`src/rtl/sha_mm_ctrl_pkg.sv`:
```
// Shared constants, address helpers and FSM state type for the sha_mm_ctrl bus front-end.
package sha_mm_ctrl_pkg;

  localparam int unsigned CTRL_ADDR   = 0;

  localparam int unsigned CTRL_START  = 0;
  localparam int unsigned CTRL_FIRST  = 1;
  localparam int unsigned CTRL_DONE   = 2;
  localparam int unsigned CTRL_BUSY   = 3;
  localparam int unsigned CTRL_ERR    = 4;
  localparam int unsigned CTRL_IRQ_EN = 5;

  typedef enum logic [1:0] {
    IDLE,
    LAUNCH,
    WAIT,
    CAPTURE
  } state_e;

  function automatic int unsigned block_base();
    return CTRL_ADDR + 1;
  endfunction

  function automatic int unsigned digest_base(input int unsigned block_words);
    return block_base() + block_words;
  endfunction

endpackage

```
`src/rtl/sha_mm_ctrl_if.sv`:
```
// Avalon-MM slave bus bundle between the interconnect and sha_mm_ctrl.
interface sha_mm_ctrl_if #(
  parameter int unsigned ADDR_W = 6
);
  logic              write;
  logic              read;
  logic [ADDR_W-1:0] address;
  logic [31:0]       writedata;
  logic [31:0]       readdata;

  modport master (output write, read, address, writedata, input readdata);
  modport slave  (input write, read, address, writedata, output readdata);
endinterface

```
`src/rtl/sha_mm_ctrl_seq.sv`:
```
// Launch/wait/capture sequencer with a saturating watchdog on the core's completion pulse.
module sha_mm_ctrl_seq
  import sha_mm_ctrl_pkg::*;
#(
  parameter int unsigned TIMEOUT_CYCLES = 1023
) (
  input  logic clk,
  input  logic reset_n,
  input  logic start_req,
  input  logic core_done,
  output logic core_start,
  output logic capture,
  output logic timeout,
  output logic busy
);

  localparam int unsigned CNT_W = (TIMEOUT_CYCLES > 0) ? $clog2(TIMEOUT_CYCLES + 1) : 1;

  state_e           state, state_nx;
  logic [CNT_W-1:0] wait_cnt;
  logic             wd_hit;

  always_ff @(posedge clk) begin
    if (!reset_n) begin
      state    <= IDLE;
      wait_cnt <= '0;
    end else begin
      state <= state_nx;
      if (state == LAUNCH)
        wait_cnt <= '0;
      else if (state == WAIT && wait_cnt != '1)
        wait_cnt <= wait_cnt + 1'b1;
    end
  end

  // wait_cnt counts completed WAIT cycles, so the limit trips on the last allowed one
  generate
    if (TIMEOUT_CYCLES > 0) begin : g_wd
      assign wd_hit = (wait_cnt == CNT_W'(TIMEOUT_CYCLES - 1));
    end else begin : g_no_wd
      assign wd_hit = 1'b0;
    end
  endgenerate

  always_comb begin
    state_nx   = state;
    core_start = 1'b0;
    capture    = 1'b0;
    timeout    = 1'b0;
    busy       = 1'b1;
    case (state)
      IDLE: begin
        busy = 1'b0;
        if (start_req) state_nx = LAUNCH;
      end
      LAUNCH: begin
        core_start = 1'b1;
        state_nx   = WAIT;
      end
      WAIT: begin
        if (core_done) begin
          state_nx = CAPTURE;
        end else if (wd_hit) begin
          timeout  = 1'b1;
          state_nx = IDLE;
        end
      end
      CAPTURE: begin
        capture  = 1'b1;
        state_nx = IDLE;
      end
      default: state_nx = IDLE;
    endcase
  end

endmodule

```
`src/rtl/sha_mm_ctrl.sv`:
```
// Avalon-MM register front-end for an iterative hash core: block buffer, CTRL/STATUS, digest capture.
// Optional interrupt output enabled by defining SHA_MM_CTRL_IRQ_EN.
module sha_mm_ctrl
  import sha_mm_ctrl_pkg::*;
#(
  parameter int unsigned BLOCK_WORDS    = 16,
  parameter int unsigned DIGEST_WORDS   = 5,
  parameter int unsigned ADDR_W         = 6,
  parameter int unsigned TIMEOUT_CYCLES = 1023
) (
  input  logic                      clk,
  input  logic                      reset_n,
  sha_mm_ctrl_if.slave              bus,
  output logic                      core_start,
  output logic                      core_first,
  output logic [32*BLOCK_WORDS-1:0] core_block,
  input  logic                      core_done,
  input  logic [32*DIGEST_WORDS-1:0] core_digest,
  output logic                      irq
);

  localparam int unsigned BLK_BASE = block_base();
  localparam int unsigned DIG_BASE = digest_base(BLOCK_WORDS);

  logic [31:0] blk_q [BLOCK_WORDS];
  logic [31:0] dig_q [DIGEST_WORDS];
  logic        first_q, done_q, err_q, irq_en_q;

  logic                   ctrl_wr, start_req, busy, capture, timeout, busy_viol, blk_hit;
  logic [BLOCK_WORDS-1:0] blk_wr;
  logic [31:0]            rd_mux;

  assign ctrl_wr   = bus.write && (bus.address == ADDR_W'(CTRL_ADDR));
  assign start_req = ctrl_wr && bus.writedata[CTRL_START] && !busy;

  always_comb begin
    blk_wr = '0;
    for (int unsigned i = 0; i < BLOCK_WORDS; i++)
      blk_wr[i] = bus.write && (bus.address == ADDR_W'(BLK_BASE + i));
  end

  assign blk_hit   = |blk_wr;
  assign busy_viol = busy && (blk_hit || (ctrl_wr && bus.writedata[CTRL_START]));

  sha_mm_ctrl_seq #(
    .TIMEOUT_CYCLES (TIMEOUT_CYCLES)
  ) u_seq (
    .clk        (clk),
    .reset_n    (reset_n),
    .start_req  (start_req),
    .core_done  (core_done),
    .core_start (core_start),
    .capture    (capture),
    .timeout    (timeout),
    .busy       (busy)
  );

  assign core_first = core_start & first_q;

  always_ff @(posedge clk) begin
    if (!reset_n) begin
      for (int unsigned i = 0; i < BLOCK_WORDS; i++) blk_q[i] <= '0;
      for (int unsigned i = 0; i < DIGEST_WORDS; i++) dig_q[i] <= '0;
      core_block   <= '0;
      first_q      <= 1'b0;
      done_q       <= 1'b0;
      err_q        <= 1'b0;
      bus.readdata <= '0;
    end else begin
      // snapshot uses the pre-edge buffer, so a same-cycle block write is not included
      for (int unsigned i = 0; i < BLOCK_WORDS; i++) begin
        if (blk_wr[i] && !busy) blk_q[i] <= bus.writedata;
        if (start_req) core_block[32*i +: 32] <= blk_q[i];
      end
      if (capture)
        for (int unsigned i = 0; i < DIGEST_WORDS; i++) dig_q[i] <= core_digest[32*i +: 32];

      if (core_start) first_q <= 1'b0;
      if (ctrl_wr)    first_q <= bus.writedata[CTRL_FIRST];

      if (ctrl_wr && bus.writedata[CTRL_DONE]) done_q <= 1'b0;
      if (capture)                             done_q <= 1'b1;

      if (ctrl_wr && bus.writedata[CTRL_ERR]) err_q <= 1'b0;
      if (timeout || busy_viol)               err_q <= 1'b1;

      bus.readdata <= bus.read ? rd_mux : '0;
    end
  end

`ifdef SHA_MM_CTRL_IRQ_EN
  always_ff @(posedge clk) begin
    if (!reset_n) begin
      irq_en_q <= 1'b0;
      irq      <= 1'b0;
    end else begin
      if (ctrl_wr) irq_en_q <= bus.writedata[CTRL_IRQ_EN];
      irq <= irq_en_q & (done_q | err_q);
    end
  end
`else
  assign irq_en_q = 1'b0;
  assign irq      = 1'b0;
`endif

  always_comb begin
    rd_mux = '0;
    if (bus.address == ADDR_W'(CTRL_ADDR)) begin
      rd_mux[CTRL_FIRST]  = first_q;
      rd_mux[CTRL_DONE]   = done_q;
      rd_mux[CTRL_BUSY]   = busy;
      rd_mux[CTRL_ERR]    = err_q;
      rd_mux[CTRL_IRQ_EN] = irq_en_q;
    end
    for (int unsigned i = 0; i < BLOCK_WORDS; i++)
      if (bus.address == ADDR_W'(BLK_BASE + i)) rd_mux = blk_q[i];
    for (int unsigned i = 0; i < DIGEST_WORDS; i++)
      if (bus.address == ADDR_W'(DIG_BASE + i)) rd_mux = dig_q[i];
  end

endmodule

```
`src/flat_wrapper.sv`:
```
// flat-port wrapper written by rule: the top's interface ports become plain ports
module sha_mm_ctrl_flat import sha_mm_ctrl_pkg::*;
#(
  parameter int unsigned BLOCK_WORDS    = 16,
  parameter int unsigned DIGEST_WORDS   = 5,
  parameter int unsigned ADDR_W         = 6,
  parameter int unsigned TIMEOUT_CYCLES = 1023
)
  (clk, reset_n, core_start, core_first, core_block, core_done, core_digest, irq, bus_write, bus_read, bus_address, bus_writedata, bus_readdata);
  sha_mm_ctrl_if #(.ADDR_W(ADDR_W)) bus_i ();
  input  logic clk;
  input  logic reset_n;
  output logic core_start;
  output logic core_first;
  output logic [32*BLOCK_WORDS-1:0] core_block;
  input  logic core_done;
  input  logic [32*DIGEST_WORDS-1:0] core_digest;
  output logic irq;
  input wire logic [$bits(bus_i.write)-1:0] bus_write;
  input wire logic [$bits(bus_i.read)-1:0] bus_read;
  input wire logic [$bits(bus_i.address)-1:0] bus_address;
  input wire logic [$bits(bus_i.writedata)-1:0] bus_writedata;
  output wire logic [$bits(bus_i.readdata)-1:0] bus_readdata;
  assign bus_i.write = bus_write;
  assign bus_i.read = bus_read;
  assign bus_i.address = bus_address;
  assign bus_i.writedata = bus_writedata;
  assign bus_readdata = bus_i.readdata;
  sha_mm_ctrl #(.BLOCK_WORDS(BLOCK_WORDS), .DIGEST_WORDS(DIGEST_WORDS), .ADDR_W(ADDR_W), .TIMEOUT_CYCLES(TIMEOUT_CYCLES)) u_core (.clk(clk), .reset_n(reset_n), .bus(bus_i), .core_start(core_start), .core_first(core_first), .core_block(core_block), .core_done(core_done), .core_digest(core_digest), .irq(irq));
endmodule
```
`config.mk`:
```
export PLATFORM = sky130hd
export DESIGN_NAME = sha_mm_ctrl_flat
export DESIGN_NICKNAME = d
export VERILOG_FILES = /design/src/rtl/sha_mm_ctrl_pkg.sv /design/src/rtl/sha_mm_ctrl_if.sv /design/src/rtl/sha_mm_ctrl_seq.sv /design/src/rtl/sha_mm_ctrl.sv /design/src/flat_wrapper.sv
export SDC_FILE = /design/constraint.sdc
export NUM_CORES = 2
export LEC_CHECK = 0
export BUFFER_PORTS_ARGS = -buffer_cell sky130_fd_sc_hd__buf_2
export CORE_UTILIZATION = 25
export DETAILED_ROUTE_END_ITERATION = 8
export PLACE_DENSITY = 0.48
export SLEW_MARGIN = 20
export SYNTH_ARGS = -nofsm -noshare
export SYNTH_HDL_FRONTEND = slang
export SYNTH_SLANG_ARGS = --single-unit
```
`constraint.sdc`:
```
create_clock -name clk -period 14.3 [get_ports clk]
set_clock_uncertainty 0.15 [all_clocks]
set_input_delay 1.43 -clock clk [delete_from_list [all_inputs] [get_ports clk]]
set_output_delay 1.43 -clock clk [all_outputs]
set_load 0.05 [all_outputs]
```
==> impl_metrics.ini <==
[run_status]
status = complete, no violations

[cells_and_area]
post_layout_nonfiller_instances = 8100
multi_input_area_um2 = 16600
regArea_um2 = 31400
design.final.nets = 5538
postLayoutCellArea_um2 = 60900
layout.filler_cells = 20900
proportion_of_layout_cells_with_a_drive_suffix_above_1_pct = 20.9
area_delta_synth_final_pct = 22.4

[die]
vert_die_dim_um = 448
floorplan.initialDensity_pct = 25.2
standard_cell_rows = 163
die_w_um = 448
core_area_um2 = 197000
design.die.area_um2 = 201000
boundaryPins = 750

[clocking]
cts_tree = yes
cts-resized-gates = 0
cts_made_buffers = 143
htree_levels = 4
clk_root_buffer_cell = sky130_fd_sc_hd__clkbuf_16
numClockSinks = 1231
holdBufCountCts = 0
cts_post_setup_buffers_inserted = 0
cts.path.max_buffers = 3
cts.clk_slew.worst_paths_ps = 60
clk-insertion-delay-late_ps = 810

[global_route]
globalRoute.busiestLayer = met2
sum_of_overflow_across_all_layers_after_global_routing = 0
grt_usage_pct = 24.6
groute.layer.met1.usage_pct = 30.4
met2_usage_pct = 39.1
grt_max_degree = 232
met3_usage_pct = 6.07
first_global_vias = 38700
grt_pass1_wl_um = 336000
grt_antenna_before_repair = 29

[power_and_ir_drop]
power_leakage_nw = 23.0
intPower_mw = 6.08
sw_frac_of_total_pct = 24.5
ir_worst_vdd_uv = 119
pwr-share-clk_pct = 46.0
seqPwrFrac_pct = 48.8
switching_power_mw = 1.97
powerDensity_nw_per_um2 = 132
combinationalPowerShare_pct = 5.3

[synth]
yosys_most_used_dff = sky130_fd_sc_hd__edfxtp_1
synth-edff-count = 672
ys_seq_area_share_pct = 63.1
yosys_warnings = 0
synth.distinct_cells = 83
netlist_instances = 4701
netlist_top_cells_area = sky130_fd_sc_hd__edfxtp_1 (41%), sky130_fd_sc_hd__dfxtp_1 (22%), sky130_fd_sc_hd__nand2_1 (9.1%)
avgSynthCellArea_um2 = 10.6
synth_fp_nets = 4906
share_of_yosys_cell_area_claimed_by_the_top_area_cell_type_pct = 40.6
synthArstFlopShare_pct = 0
synthMostInstantiatedCell = sky130_fd_sc_hd__nand2_1
yosys-top-cells-count = sky130_fd_sc_hd__nand2_1 (1200), sky130_fd_sc_hd__edfxtp_1 (672), sky130_fd_sc_hd__dfxtp_1 (559)
ys_ff_latch = 1231
synth_largest_area_cell = sky130_fd_sc_hd__edfxtp_1
synthesis.area_um2 = 49700

[timing]
achievable-frequency_mhz = 190
worst_tran_pin_value_ps = 1230
final.min_clock_period_ps = 5260
report.final.slew_viol_count = 0
totalNegativeSetupSlack_ps = 0
holdWs_ps = 298
period_share_pct = 36.8
final_hold_violating_endpoints = 0
maxSlewHeadroom_pct = 17.8
grt_setup_unrepaired = false
post-route-worst-setup-slack_ps = 9040
final-setup-viol-count = 0

[critical_path]
worstPathMaxFanout = 33
arrival_ps = 5590
timing.critical_path.required_ps = 14630
worst_setup_path_end_kind = register
startpoint_class = input pin
critical_path_class = in2reg

[detailed_routing]
detailroute.via_count = 40900
drt_iter0_drc = 5107
drtPass1Iterations = 7
detail_route.drc_violations = 0
postRouteAntennaNets = 0
vias_per_cell = 5.05
routedWlPerCell_um = 31.6
wl_um = 256000

[place]
detailed_place_hpwl_um = 193000
preCtsSetupSlack_ps = 8290
place.port_buffers = 748
gp_congestion = 1.01
numPlacedInstances = 7827
total_placed_instance_area_um2 = 56100

[hold_path]
worst_hold_path_type = reg2reg

[flow_run]
cap_viol_max_count = 0
final timing paths:
check | cells past startpoint | endpoint | start | slack, ps
setup / recovery | 8 | u_core.blk_q[0][29] | bus_address[0] | 9040
hold / removal | 2 | u_core.core_block[188] | u_core.core_block[188] | 300
setup reg to reg | 7 | u_core.core_block[497] | u_core.u_seq.state[0] | 10150
hold reg to reg | 2 | u_core.core_block[188] | u_core.core_block[188] | 300
routing by layer:
| metal | vias to the layer above | share of wire (%) |
|---|---|---|
| met5 | - | 0.056 |
| met4 | 22 | 6.1 |
| met3 | 505 | 8.7 |
| met2 | 2235 | 46 |
| met1 | 20600 | 39 |
| li1 | 17600 | - |
final cells by class:
cell class	instances	area share, %
Sequential cell	1231	51.5
Multi-Input combinational cell	3054	27.3
Timing Repair Buffer	860	7.66
Clock buffer	211	6.85
Tap cell	2640	5.43
Clock inverter	53	0.894
Inverter	43	0.265
Antenna cell	8	0.0329
sequential cells by signal, summed over array words and instances, names as in the netlist:
name and cells:
u_core.bus.readdata 32, u_core.first_q 1, u_core.err_q 1, u_core.u_seq.state 2
u_core.core_block 512, u_core.done_q 1, u_core.u_seq.wait_cnt 10, u_core.dig_q 160
u_core.blk_q 512
power by group through the flow:
stage / combinational [mW] / clock (mW) / sequential [mW]
after global placement: 0.415 / 0 / 4.00
after detailed placement: 0.415 / 0 / 4.00
after CTS: 0.417 / 3.76 / 3.92
final: 0.424 / 3.70 / 3.93
after floorplan: 0.186 / 0 / 3.94
after global routing: 0.432 / 3.88 / 3.93
per-stage QoR:
step                total power [mW]  utilization (%)
floorplan                       4.13                -
global placement                4.42             28.4
detailed placement              4.41             28.4
CTS                             8.10             30.8
global route                    8.24             30.8
finish                          8.06             30.8
logic make-up after synthesis:
kind of cell | Yosys count | synth area share, %
compound gates | 1039 | 15.0
mux | 94 | 1.99
simple gates | 1909 | 16.0
buf+inv | 416 | 3.74
fa+ha+maj | 2 | 0.0503
xor+xnor | 9 | 0.158
flops | 1231 | 63.1
other cells | 1 | 0.00754
worst max-delay path: stages:
cell,delay (ps)
sky130_fd_sc_hd__buf_6,300
sky130_fd_sc_hd__buf_4,430
sky130_fd_sc_hd__nand2b_2,400
sky130_fd_sc_hd__buf_4,390
sky130_fd_sc_hd__nor2_4,560
sky130_fd_sc_hd__nand2_1,810
sky130_fd_sc_hd__nand2_1,790
sky130_fd_sc_hd__buf_4,380
layout by cell type, fill, tap and decap left out, types with 14 or more instances in the layout:
cell / synthesis / routed
sky130_fd_sc_hd__nor3_1: 34 / 33
sky130_fd_sc_hd__nor2_1: 404 / 402
sky130_fd_sc_hd__clkinv_1: 1 / 16
sky130_fd_sc_hd__edfxtp_1: 672 / 672
sky130_fd_sc_hd__o22ai_1: 40 / 40
sky130_fd_sc_hd__inv_1: 42 / 42
sky130_fd_sc_hd__clkbuf_1: 197 / 38
sky130_fd_sc_hd__and2_1: 164 / 164
sky130_fd_sc_hd__clkinv_2: 0 / 16
sky130_fd_sc_hd__a21oi_1: 86 / 86
sky130_fd_sc_hd__clkbuf_16: 0 / 147
sky130_fd_sc_hd__buf_2: 132 / 745
sky130_fd_sc_hd__mux2i_1: 74 / 74
sky130_fd_sc_hd__o221ai_1: 31 / 31
sky130_fd_sc_hd__buf_4: 32 / 108
sky130_fd_sc_hd__a221oi_1: 25 / 25
sky130_fd_sc_hd__a22oi_1: 67 / 67
sky130_fd_sc_hd__dfxtp_1: 559 / 559
sky130_fd_sc_hd__a21boi_1: 387 / 387
sky130_fd_sc_hd__nand3_1: 31 / 31
sky130_fd_sc_hd__a21boi_0: 136 / 136
sky130_fd_sc_hd__a31oi_1: 26 / 26
sky130_fd_sc_hd__o22a_1: 14 / 14
sky130_fd_sc_hd__mux2_2: 18 / 18
sky130_fd_sc_hd__o21ai_0: 110 / 103
sky130_fd_sc_hd__a2bb2oi_1: 20 / 20
sky130_fd_sc_hd__clkbuf_8: 0 / 25
sky130_fd_sc_hd__nand2_1: 1200 / 1195
Note: power is estimated with default switching activity, not from simulation.
